==> src/rtl/wbuf_axi_drain.sv <==
// Write-buffer drain: issues the FIFO head entry as a single-beat AXI4 write and pops it after B.
// Define WBUF_DRAIN_PERF_EN to add the perf_wr_cnt / perf_stall_cnt performance counters.
module wbuf_axi_drain #(
    parameter int         ADDR_WIDTH  = 32,
    parameter int         DATA_WIDTH  = 32,
    parameter logic [3:0] AXI_ID      = 4'h1,
    parameter int         ENTRY_WIDTH = ADDR_WIDTH + DATA_WIDTH + DATA_WIDTH / 8
) (
    input  logic                      clk,
    input  logic                      reset,
    input  logic                      fifo_not_empty,
    input  logic [ENTRY_WIDTH-1:0]    fifo_head,
    output logic                      fifo_rd_en,
    output logic                      fifo_pop,
    output logic [ADDR_WIDTH-1:0]     awaddr,
    output logic [3:0]                awid,
    output logic [7:0]                awlen,
    output logic [2:0]                awsize,
    output logic [1:0]                awburst,
    output logic                      awvalid,
    input  logic                      awready,
    output logic [DATA_WIDTH-1:0]     wdata,
    output logic [DATA_WIDTH/8-1:0]   wstrb,
    output logic                      wlast,
    output logic                      wvalid,
    input  logic                      wready,
    input  logic [1:0]                bresp,
    input  logic                      bvalid,
    output logic                      bready,
    output logic                      drain_idle,
    output logic                      bus_err
`ifdef WBUF_DRAIN_PERF_EN
    ,
    output logic [31:0]               perf_wr_cnt,
    output logic [31:0]               perf_stall_cnt
`endif
);

    localparam int         STRB_WIDTH = DATA_WIDTH / 8;
    localparam logic [2:0] AW_SIZE    = 3'($clog2(STRB_WIDTH));

    typedef enum logic [1:0] {
        IDLE,
        SEND,
        WAIT_B,
        POP
    } state_t;

    state_t                  state;
    logic                    aw_done;
    logic                    w_done;
    logic [ADDR_WIDTH-1:0]   addr_q;
    logic [DATA_WIDTH-1:0]   data_q;
    logic [STRB_WIDTH-1:0]   strb_q;

    logic aw_hs;
    logic w_hs;
    logic b_hs;

    assign aw_hs = awvalid && awready;
    assign w_hs  = wvalid && wready;
    assign b_hs  = bvalid && bready;

    // The head entry is only presented while we peek in IDLE.
    assign fifo_rd_en = (state == IDLE) && fifo_not_empty;
    assign drain_idle = (state == IDLE) && !fifo_not_empty;

    // AXI payload comes only from the captured entry, so it stays stable while valid is high.
    assign awaddr  = addr_q;
    assign awid    = AXI_ID;
    assign awlen   = 8'd0;
    assign awsize  = AW_SIZE;
    assign awburst = 2'b01;
    assign wdata   = data_q;
    assign wstrb   = strb_q;
    assign wlast   = 1'b1;

    always_ff @(posedge clk) begin
        if (reset) begin
            state    <= IDLE;
            awvalid  <= 1'b0;
            wvalid   <= 1'b0;
            bready   <= 1'b0;
            fifo_pop <= 1'b0;
            bus_err  <= 1'b0;
            aw_done  <= 1'b0;
            w_done   <= 1'b0;
            addr_q   <= '0;
            data_q   <= '0;
            strb_q   <= '0;
        end else begin
            // NOTE: every register here uses <= so all next-state terms see the pre-edge values.
            fifo_pop <= 1'b0;
            case (state)
                IDLE: begin
                    if (fifo_not_empty) begin
                        {addr_q, data_q, strb_q} <= fifo_head;
                        awvalid <= 1'b1;
                        wvalid  <= 1'b1;
                        aw_done <= 1'b0;
                        w_done  <= 1'b0;
                        state   <= SEND;
                    end
                end
                SEND: begin
                    if (aw_hs) awvalid <= 1'b0;
                    if (w_hs)  wvalid  <= 1'b0;
                    aw_done <= aw_done || aw_hs;
                    w_done  <= w_done || w_hs;
                    // bready rises together with the last address/data handshake, so no B is missed.
                    if ((aw_done || aw_hs) && (w_done || w_hs)) begin
                        bready <= 1'b1;
                        state  <= WAIT_B;
                    end
                end
                WAIT_B: begin
                    if (b_hs) begin
                        bready   <= 1'b0;
                        fifo_pop <= 1'b1;
                        if (bresp != 2'b00) bus_err <= 1'b1;
                        state    <= POP;
                    end
                end
                POP: begin
                    state <= IDLE;
                end
                default: begin
                    state <= IDLE;
                end
            endcase
        end
    end

`ifdef WBUF_DRAIN_PERF_EN
    always_ff @(posedge clk) begin
        if (reset) begin
            perf_wr_cnt    <= 32'd0;
            perf_stall_cnt <= 32'd0;
        end else begin
            if (state == POP) perf_wr_cnt <= perf_wr_cnt + 32'd1;
            if ((state == SEND || state == WAIT_B) && !(aw_hs || w_hs || b_hs))
                perf_stall_cnt <= perf_stall_cnt + 32'd1;
        end
    end
`endif

endmodule

==> config.mk <==
export PLATFORM = sky130hd
export DESIGN_NAME = wbuf_axi_drain
export DESIGN_NICKNAME = d
export VERILOG_FILES = /design/src/rtl/wbuf_axi_drain.sv
export SDC_FILE = /design/constraint.sdc
export NUM_CORES = 1
export LEC_CHECK = 0
export CAP_MARGIN = 15
export CORE_MARGIN = 1
export CORE_UTILIZATION = 25
export DETAILED_ROUTE_END_ITERATION = 10
export PLACE_DENSITY = 0.68
export SLEW_MARGIN = 20
export SYNTH_ARGS = -nofsm -noshare
export SYNTH_HDL_FRONTEND = slang
export SYNTH_SLANG_ARGS = --single-unit
==> constraint.sdc <==
create_clock -name clk -period 1.69 [get_ports clk]
set_clock_uncertainty 0.05 [all_clocks]
set_input_delay 0.4225 -clock clk [delete_from_list [all_inputs] [get_ports clk]]
set_output_delay 0.4225 -clock clk [all_outputs]
set_load 0.05 [all_outputs]
==> impl_metrics.yaml, run 1 <==
synth:
  synth_cell_types: 29
  ys_seq_area_frac: 0.5301
  yosysWarnings: 0
  syn_inst: 368
  synth-seq-cells: 77
  syn_area_um2: 2908
  syn_avg_cell_area_um2: 7.902
place:
  hpwl_um: 6291
  place_ws_ns: -0.09491
  port_buffers: 150
  gp_congestion: 0.7219
sta:
  layout_setup_ws_ns: 0.06475
  final_max_slew_viol_count: 0
  clock.fmax_mhz: 615.3
  final_hold_viol_count: 0
  grt_setup_unrepaired: "false"
  period_needed_ns: 1.625
  setup_viol: 0
  fin_crit_sh: 0.9617
  whs_ns: 0.4312
floorplan:
  num_rows: 39
  start_util: 0.2557
  die_area_um2: 12070
  die_w_um: 109.8
  io_pins: 169
  core_area_um2: 11370
  die_h_um: 109.8
clocking:
  cts.clk_slew.worst_paths_ns: 0.06
  clockBufferDepth: 2
  clock-sinks: 77
  hold_buffers: 0
  cts-buffers-inserted: 9
  root_buffer: "clkbuf_16"
  cts_tree: "done"
  htreeDepth: 3
  worstSkewPairLatency_ns: 0.32
grt:
  antenna_found_initial: 0
  grt.total_usage: 0.1377
  grt_pass1_vias: 2806
  busiest_layer: "met2"
  grt_overflow_total: 0
  grt_first_pass_wirelength_um: 12750
  grtUsageMet3: 0.06165
  grt_util_met2: 0.2500
  grt_use_met1: 0.1376
  grt_max_degree: 37
worst_setup_path:
  reg2reg_to: "bready"
  critPathKind: "reg2out"
  endpoint_kind: "output port"
  critical_path_required_ns: 1.22
  cp-startpoint: "state[0]"
  reg2regPathDepth: 6
  endpoint: "fifo_rd_en"
  cp.arrival_ns: 1.15
  worstReg2RegStart: "state[1]"
  worst_setup_path_start_kind: "flop"
  crit_fanout: 3
  rrSetupSlack_ns: 0.18
power_and_ir_drop:
  p_leak_nw: 2.240
  vdd_drop_max_v: 0.0006598
  power.density_nw_per_um2: 1549
detailed_routing:
  dr_total_vias: 2898
  drc_errors: 0
  first_pass_iters: 4
  wire_per_inst_um: 12.46
  wl_um: 8312
  vias_per_cell: 4.345
  drt-initial-drc-count: 152
  ant_nets: 0
cells_and_area:
  multiInputGateArea_um2: 1187
  layout-drive-gt1-share: 0.2328
  area_growth_pct: 95.31
  num-fill-cells: 1035
  antenna_cells: 0
  seqCellArea_um2: 1544
  num-nets-final: 598
run:
  cap_violations: 0
min_path:
  min_path_type: "reg2reg"
run_status:
  outcome: "complete, no violations"
cell families after synthesis:
group | Yosys count | share of synthesized area
AOI/OAI and AO/OA | 83 | 0.1545
adders and majority gates | 3 | 0.01291
other | 2 | 0.002583
DFF | 77 | 0.5301
and+or+nand+nor | 155 | 0.2091
buffers and inverters | 48 | 0.09079
synthesized netlist by cell type (all sizes together):
master / count / area share
a2111oi: 1 / 0.0052
a21oi: 76 / 0.13
a2bb2oi: 1 / 0.0030
and3: 2 / 0.0047
buf: 35 / 0.074
clkbuf: 7 / 0.0090
conb: 2 / 0.0026
dfxtp: 77 / 0.53
ha: 3 / 0.013
inv: 6 / 0.0077
nand2: 140 / 0.18
nand2b: 1 / 0.0022
nand3: 1 / 0.0017
nand4: 2 / 0.0043
nor2: 6 / 0.0077
nor2b: 1 / 0.0022
nor3b: 1 / 0.0026
nor4: 1 / 0.0022
o2111ai: 1 / 0.0030
o21a: 1 / 0.0026
o21ai: 2 / 0.0047
o31ai: 1 / 0.0026
per-layer routing:
metal,wire length [µm],vias to the layer above
met3,841,7
met5,0,-
met1,3267,1324
met4,68,0
li1,-,1451
met2,4135,116
placed cells by master, fill, tap and decap left out, types with 2 or more instances in the layout:
cell type / synthesis / layout
buf_12: 0 / 79
nand2_1: 139 / 139
a21oi_1: 74 / 74
nand4_1: 2 / 2
nor2_1: 6 / 6
conb_1: 2 / 18
buf_4: 18 / 12
inv_1: 5 / 2
ha_1: 3 / 2
dfxtp_2: 0 / 2
bufinv_16: 0 / 2
a21oi_2: 2 / 2
inv_2: 1 / 2
dfxtp_1: 77 / 75
clkbuf_16: 0 / 9
clkdlybuf4s50_1: 0 / 73
inv_4: 0 / 2
clkinv_2: 0 / 2
critical path, cell delays in order (launching register included):
cell	delay, ns
dfxtp_2	0.34
inv_2	0.05
ha_4	0.17
nand2_4	0.08
inv_4	0.04
buf_12	0.14
worst min-delay path by stage:
stage                         from        to  depth (start not counted)
final                      bus_err   bus_err                          2
after global routing      state[0]  state[0]                          1
after CTS                    reset   awvalid                          2
after detailed placement   bus_err   bus_err                          2
after global placement     bus_err   bus_err                          2
after floorplan             w_done    w_done                          2
registers in the layout, summed over array words and instances, names as in the netlist:
name	flops
wdata	32
wstrb	4
awaddr	32
aw_done	1
w_done	1
awvalid	1
state	2
bus_err	1
bready	1
wvalid	1
fifo_pop	1
stage by stage:
step	total power, W	util	instance area, µm²	TNS [ns]	instances
CTS	0.008877	0.4980	5662	0	665
floorplan	0.004607	-	2968	0	384
global placement	0.006611	0.4662	5300	-1.080	648
finish	0.008796	0.4995	5679	0	667
detailed placement	0.006696	0.4662	5300	-2.062	648
global route	0.009232	0.4995	5679	0	667
power breakdown:
group | internal, W | leakage, nW | switching [W]
Sequential | 0.00216 | 0.632 | 0.000360
Clock | 0.00133 | 0.158 | 0.000724
Combinational | 0.00193 | 1.45 | 0.00229
Total | 0.00543 | 2.24 | 0.00337
what timing repair did:
item	in CTS	in global routing
gates resized for setup	10	2
endpoints found under the setup margin	2	2
endpoints found under the hold margin	0	0
setup buffers	1	2
pin swaps	0	1
area by class of cell:
type / count / area share
well taps: 143 / 0.03150
repair buffers: 166 / 0.4254
clock inverters: 6 / 0.01520
flip-flops and latches: 77 / 0.2719
multi-input cells: 259 / 0.2091
clock buffers: 10 / 0.04208
inverters: 6 / 0.004847
Note: power is estimated with default switching activity, not from simulation.
==> inputs of run 2 (changes only) <==
--- a/config.mk
+++ b/config.mk
@@ -10,5 +10,5 @@
 export CORE_UTILIZATION = 25
 export DETAILED_ROUTE_END_ITERATION = 10
-export PLACE_DENSITY = 0.68
+export PLACE_DENSITY_LB_ADDON = 0.15
 export SLEW_MARGIN = 20
 export SYNTH_ARGS = -nofsm -noshare
==> constraint.sdc (replaced) <==
create_clock -name clk -period 1.69 [get_ports clk]
set_clock_uncertainty 0.05 [all_clocks]
set_input_delay 0.338 -clock clk [delete_from_list [all_inputs] [get_ports clk]]
set_output_delay 0.338 -clock clk [all_outputs]
set_load 0.05 [all_outputs]
==> impl_metrics.yaml, run 2 (same netlist as run 1, synthesis figures left out) <==
run_status:
  outcome: "complete, no violations"
worst_setup_path:
  worstReg2RegStart: "state[0]"
  cp-startpoint: "state[0]"
  worst_setup_path_start_kind: "flop"
  cp_cell_sequence: "inv_1, ha_4, nand2_2, inv_4, buf_12"
  cp_top_family: "flip-flops"
  slowest_delay_ns: 0.33
  slowest_stage: "dfxtp_2"
  critPathKind: "reg2out"
  crit_fanout: 3
  cp.arrival_ns: 1.25
  worst-path-buf-inv: 3
  endpoint_kind: "output port"
  critical_path_required_ns: 1.30
min_path:
  min_path_type: "reg2reg"
  hp-start: "wdata[23]"
power_and_ir_drop:
  p_leak_nw: 1.983
  p_total_w: 0.007558
  vdd_drop_max_v: 0.0005117
  power.density_nw_per_um2: 1604
grt:
  grt.total_usage: 0.1380
  grt_pass1_vias: 2609
  grt_first_pass_wirelength_um: 12590
  grt_overflow_total: 0
  grt_max_degree: 36
  antenna_found_initial: 0
sta:
  worst_slew_margin_rel: 0.6105
  final_hold_viol_count: 0
  tightest_slew_ns: 0.5843
  period_needed_ns: 1.635
  grt_setup_unrepaired: "false"
  setup_viol: 0
  fin_crit_sh: 0.9673
  final_max_slew_viol_count: 0
  clock.fmax_mhz: 611.7
detailed_routing:
  drt-initial-drc-count: 150
  vias_per_cell: 4.301
  drc_errors: 0
  wire_per_inst_um: 12.43
  first_pass_iters: 4
  ant_nets: 0
  dr_total_vias: 2873
  wl_um: 8300
cells_and_area:
  mostFrequentLayoutCell: "nand2_1"
  final_cell_mix: "nand2_1, buf_4, dfxtp_1, a21oi_1, clkdlybuf4s50_1"
  utilization: 0.4143
  antenna_cells: 0
  area_growth_pct: 62.01
  layout-drive-gt1-share: 0.2267
  num-nets-final: 601
run:
  cap_violations: 0
clocking:
  clockBufferDepth: 2
  worstSkewPairLatency_ns: 0.33
  cts.clk_slew.worst_paths_ns: 0.05
  hold_buffers: 0
  cts-buffers-inserted: 9
  clock-sinks: 77
  htreeDepth: 3
  cts_tree: "done"
  root_buffer: "clkbuf_16"
floorplan:
  core_area_um2: 11370
  die_h_um: 109.8
  die_w_um: 109.8
  start_util: 0.2557
  num_rows: 39
  die_area_um2: 12070
  io_pins: 169
place:
  hpwl_um: 5837
  port_buffers: 150
  gp_congestion: 0.7292
[run 2: path summary, 6_finish.rpt]
path                      to  slack, ns  cells after the start
hold reg to reg    wdata[23]       0.40                      2
setup / recovery  fifo_rd_en       0.06                      5
setup reg to reg  awaddr[30]       0.19                      8
hold / removal     wdata[23]       0.40                      2
[run 2: report_power, final]
part | switching [W] | internal (W) | total (W)
clock network | 0.000688 | 0.00106 | 0.00175
logic | 0.00229 | 0.00117 | 0.00346
registers | 0.000195 | 0.00216 | 0.00235
[run 2: per-layer routing]
layer / wire length, µm / vias to the layer above / GRT usage
met3: 1009 / 11 / 0.06758
met4: 131 / 0 / 0.05810
met5: 0 / - / 0
li1: - / 1453 / -
met2: 3611 / 120 / 0.2058
met1: 3546 / 1289 / 0.1675
[run 2: layout make-up]
type | instances | area (µm²)
clock inverters | 1 | 7.507
flip-flops and latches | 77 | 1543
repair buffers | 169 | 1514
inverters | 6 | 25.02
multi-input cells | 259 | 1182
well taps | 143 | 178.9
fillers | 1168 | 6659
clock buffers | 13 | 260.3
[run 2: metrics by stage]
| step | hold WS [ns] | cells | setup WS (ns) | area [µm²] | setup TNS, ns |
|---|---|---|---|---|---|
| after floorplan | 0.4110 | 384 | 0.2290 | 2968 | 0 |
| after global placement | 0.3915 | 652 | -0.004882 | 4404 | -0.004882 |
| after detailed placement | 0.3969 | 652 | -0.01821 | 4404 | -0.1392 |
| after CTS | 0.4047 | 668 | 0.01217 | 4702 | 0 |
| after global routing | 0.4199 | 668 | 0.006186 | 4711 | 0 |
| final | 0.4034 | 668 | 0.05528 | 4711 | 0 |
[run 2: repair_timing]
| action | CTS | global route |
|---|---|---|
| pin swaps | 0 | 0 |
| buffers inserted | 2 | 0 |
| resized for setup | 3 | 4 |
| setup endpoints to repair | 2 | 2 |
[run 2: worst reg2reg max path, delay by kind of cell (launching register included)]
kind                     cells  cell delay, ns
buffers and inverters        4            0.58
AND/OR/NAND/NOR              2            0.17
adder cells (fa/ha/maj)      1            0.18
AO/OA/AOI/OAI                1            0.12
flip-flops                   1            0.33
==> inputs of run 3 (changes only) <==
Settings changed: CELL_PAD_IN_SITES_DETAIL_PLACEMENT from default to 1, CELL_PAD_IN_SITES_GLOBAL_PLACEMENT from default to 2, CORE_UTILIZATION 25 to 19.
==> impl_metrics.yaml, run 3 (same netlist as run 1, synthesis figures left out) <==
grt:
  grt_max_degree: 40
  grt.total_usage: 0.1261
  grt_overflow_total: 0
  grt_pass1_vias: 3068
  grt_first_pass_wirelength_um: 15570
  antenna_found_initial: 0
floorplan:
  start_util: 0.1971
  io_pins: 169
  die_area_um2: 15800
  num_rows: 44
  die_h_um: 125.7
  core_area_um2: 14750
  die_w_um: 125.7
worst_setup_path:
  critPathKind: "reg2out"
  slowest_stage: "dfxtp_2"
  cp-startpoint: "state[1]"
  endpoint: "fifo_rd_en"
  cp.arrival_ns: 1.25
  slowest_delay_ns: 0.34
  critical_path_required_ns: 1.30
  endpoint_kind: "output port"
  cp_top_family: "flip-flops"
  cp_cell_sequence: "inv_4, ha_4, nand2_4, inv_4, buf_12"
  worst-path-buf-inv: 3
  reg2regPathDepth: 7
  cp.depth: 5
  reg2reg_to: "wdata[8]"
  crit_fanout: 7
  rrSetupSlack_ns: 0.19
  crit_top_cell: "inv_4"
  worst_setup_path_start_kind: "flop"
  worstReg2RegStart: "state[1]"
detailed_routing:
  drt-initial-drc-count: 98
  first_pass_iters: 4
  wl_um: 9819
  wire_per_inst_um: 13.81
  drc_errors: 0
  dr_total_vias: 2922
  ant_nets: 0
  vias_per_cell: 4.110
cells_and_area:
  layout-drive-gt1-share: 0.2353
  utilization: 0.3286
  area_growth_pct: 66.74
  antenna_cells: 0
  num-nets-final: 602
  mostFrequentLayoutCell: "nand2_1"
  final_cell_mix: "nand2_1, buf_4, dfxtp_1, a21oi_1, clkdlybuf4s50_1"
sta:
  period_needed_ns: 1.633
  fin_crit_sh: 0.9665
  fin_setup_tns_ns: 0
  clock.fmax_mhz: 612.2
  final_max_slew_viol_count: 0
  setup_viol: 0
  tightest_slew_ns: 0.5708
  worst_slew_margin_rel: 0.6195
  final_hold_viol_count: 0
power_and_ir_drop:
  power.density_nw_per_um2: 1640
  p_leak_nw: 2.026
  vdd_drop_max_v: 0.0005551
clocking:
  cts-buffers-inserted: 9
  hold_buffers: 0
  worstSkewPairLatency_ns: 0.33
  cts.clk_slew.worst_paths_ns: 0.06
  cts_tree: "done"
  clockBufferDepth: 2
  clock-sinks: 77
  htreeDepth: 3
  root_buffer: "clkbuf_16"
run:
  cap_violations: 0
run_status:
  outcome: "complete, no violations"
min_path:
  min_path_type: "reg2reg"
place:
  port_buffers: 150
  hpwl_um: 6913
  gp_congestion: 0.6662
==> run 3: cell types whose count changed in the layout (fill, tap and decap cells not counted), sizes merged <==
cell | before | now
buf | 95 | 96
bufinv | 0 | 1
clkbuf | 13 | 11
clkinv | 0 | 2
==> run 3: layer usage <==
metal  global-route usage  vias to the layer above  wire length, µm
met1               0.1414                     1341             4251
met2               0.2065                      114             4435
met4              0.03443                        0              110
met5                    0                        -                0
met3              0.06839                        8             1020
li1                     -                     1459                -
==> run 3: worst min path at each step <==
stage	startpoint	to	slack, ns	depth (start not counted)
floorplan	w_done	w_done	0.41	2
finish	bus_err	bus_err	0.40	2
detailed placement	wdata[5]	wdata[5]	0.40	2
global placement	bus_err	bus_err	0.39	2
global route	wdata[10]	wdata[10]	0.42	2
CTS	wdata[5]	wdata[5]	0.41	2
==> run 3: metrics by stage <==
step / power (W) / worst slack [ns] / cells / instance area [µm²] / hold WS (ns)
2_1_floorplan: 0.004607 / 0.2290 / 384 / 2968 / 0.4110
3_3_place_gp: 0.005913 / 0.01228 / 692 / 4498 / 0.3907
3_5_place_dp: 0.005950 / -0.01535 / 692 / 4498 / 0.3984
6_report: 0.007951 / 0.05654 / 711 / 4848 / 0.3994
4_1_cts: 0.008072 / 0.004769 / 710 / 4841 / 0.4068
5_1_grt: 0.008407 / -0.001407 / 711 / 4848 / 0.4184
==> run 3: layout make-up <==
| class | instances | area [µm²] |
|---|---|---|
| fillers | 1755 | 9906 |
| repair buffers | 170 | 1559 |
| flip-flops and latches | 77 | 1544 |
| multi-input cells | 259 | 1187 |
| clock buffers | 11 | 252.7 |
| well taps | 184 | 230.2 |
| clock inverters | 4 | 47.55 |
| inverters | 6 | 27.53 |
==> run 3: timing repair <==
item	4_1_cts	5_1_grt
buffers inserted	3	2
endpoints found under the setup margin	2	2
pin swaps	1	1
resized for setup	7	3
==> run 3: worst register-to-register path, delay by kind of cell (launching register included) <==
kind                       cells  cell delay [ns]
AOI/OAI and AO/OA              1             0.16
adders and majority gates      1             0.17
buffers and inverters          3             0.49
DFF                            1             0.36
and+or+nand+nor                2             0.19
==> run 3: power by group <==
group	internal, W	switching (W)	total [W]
clock	0.00121	0.000759	0.00197
combinational	0.00126	0.00235	0.00361
sequential	0.00216	0.000214	0.00238
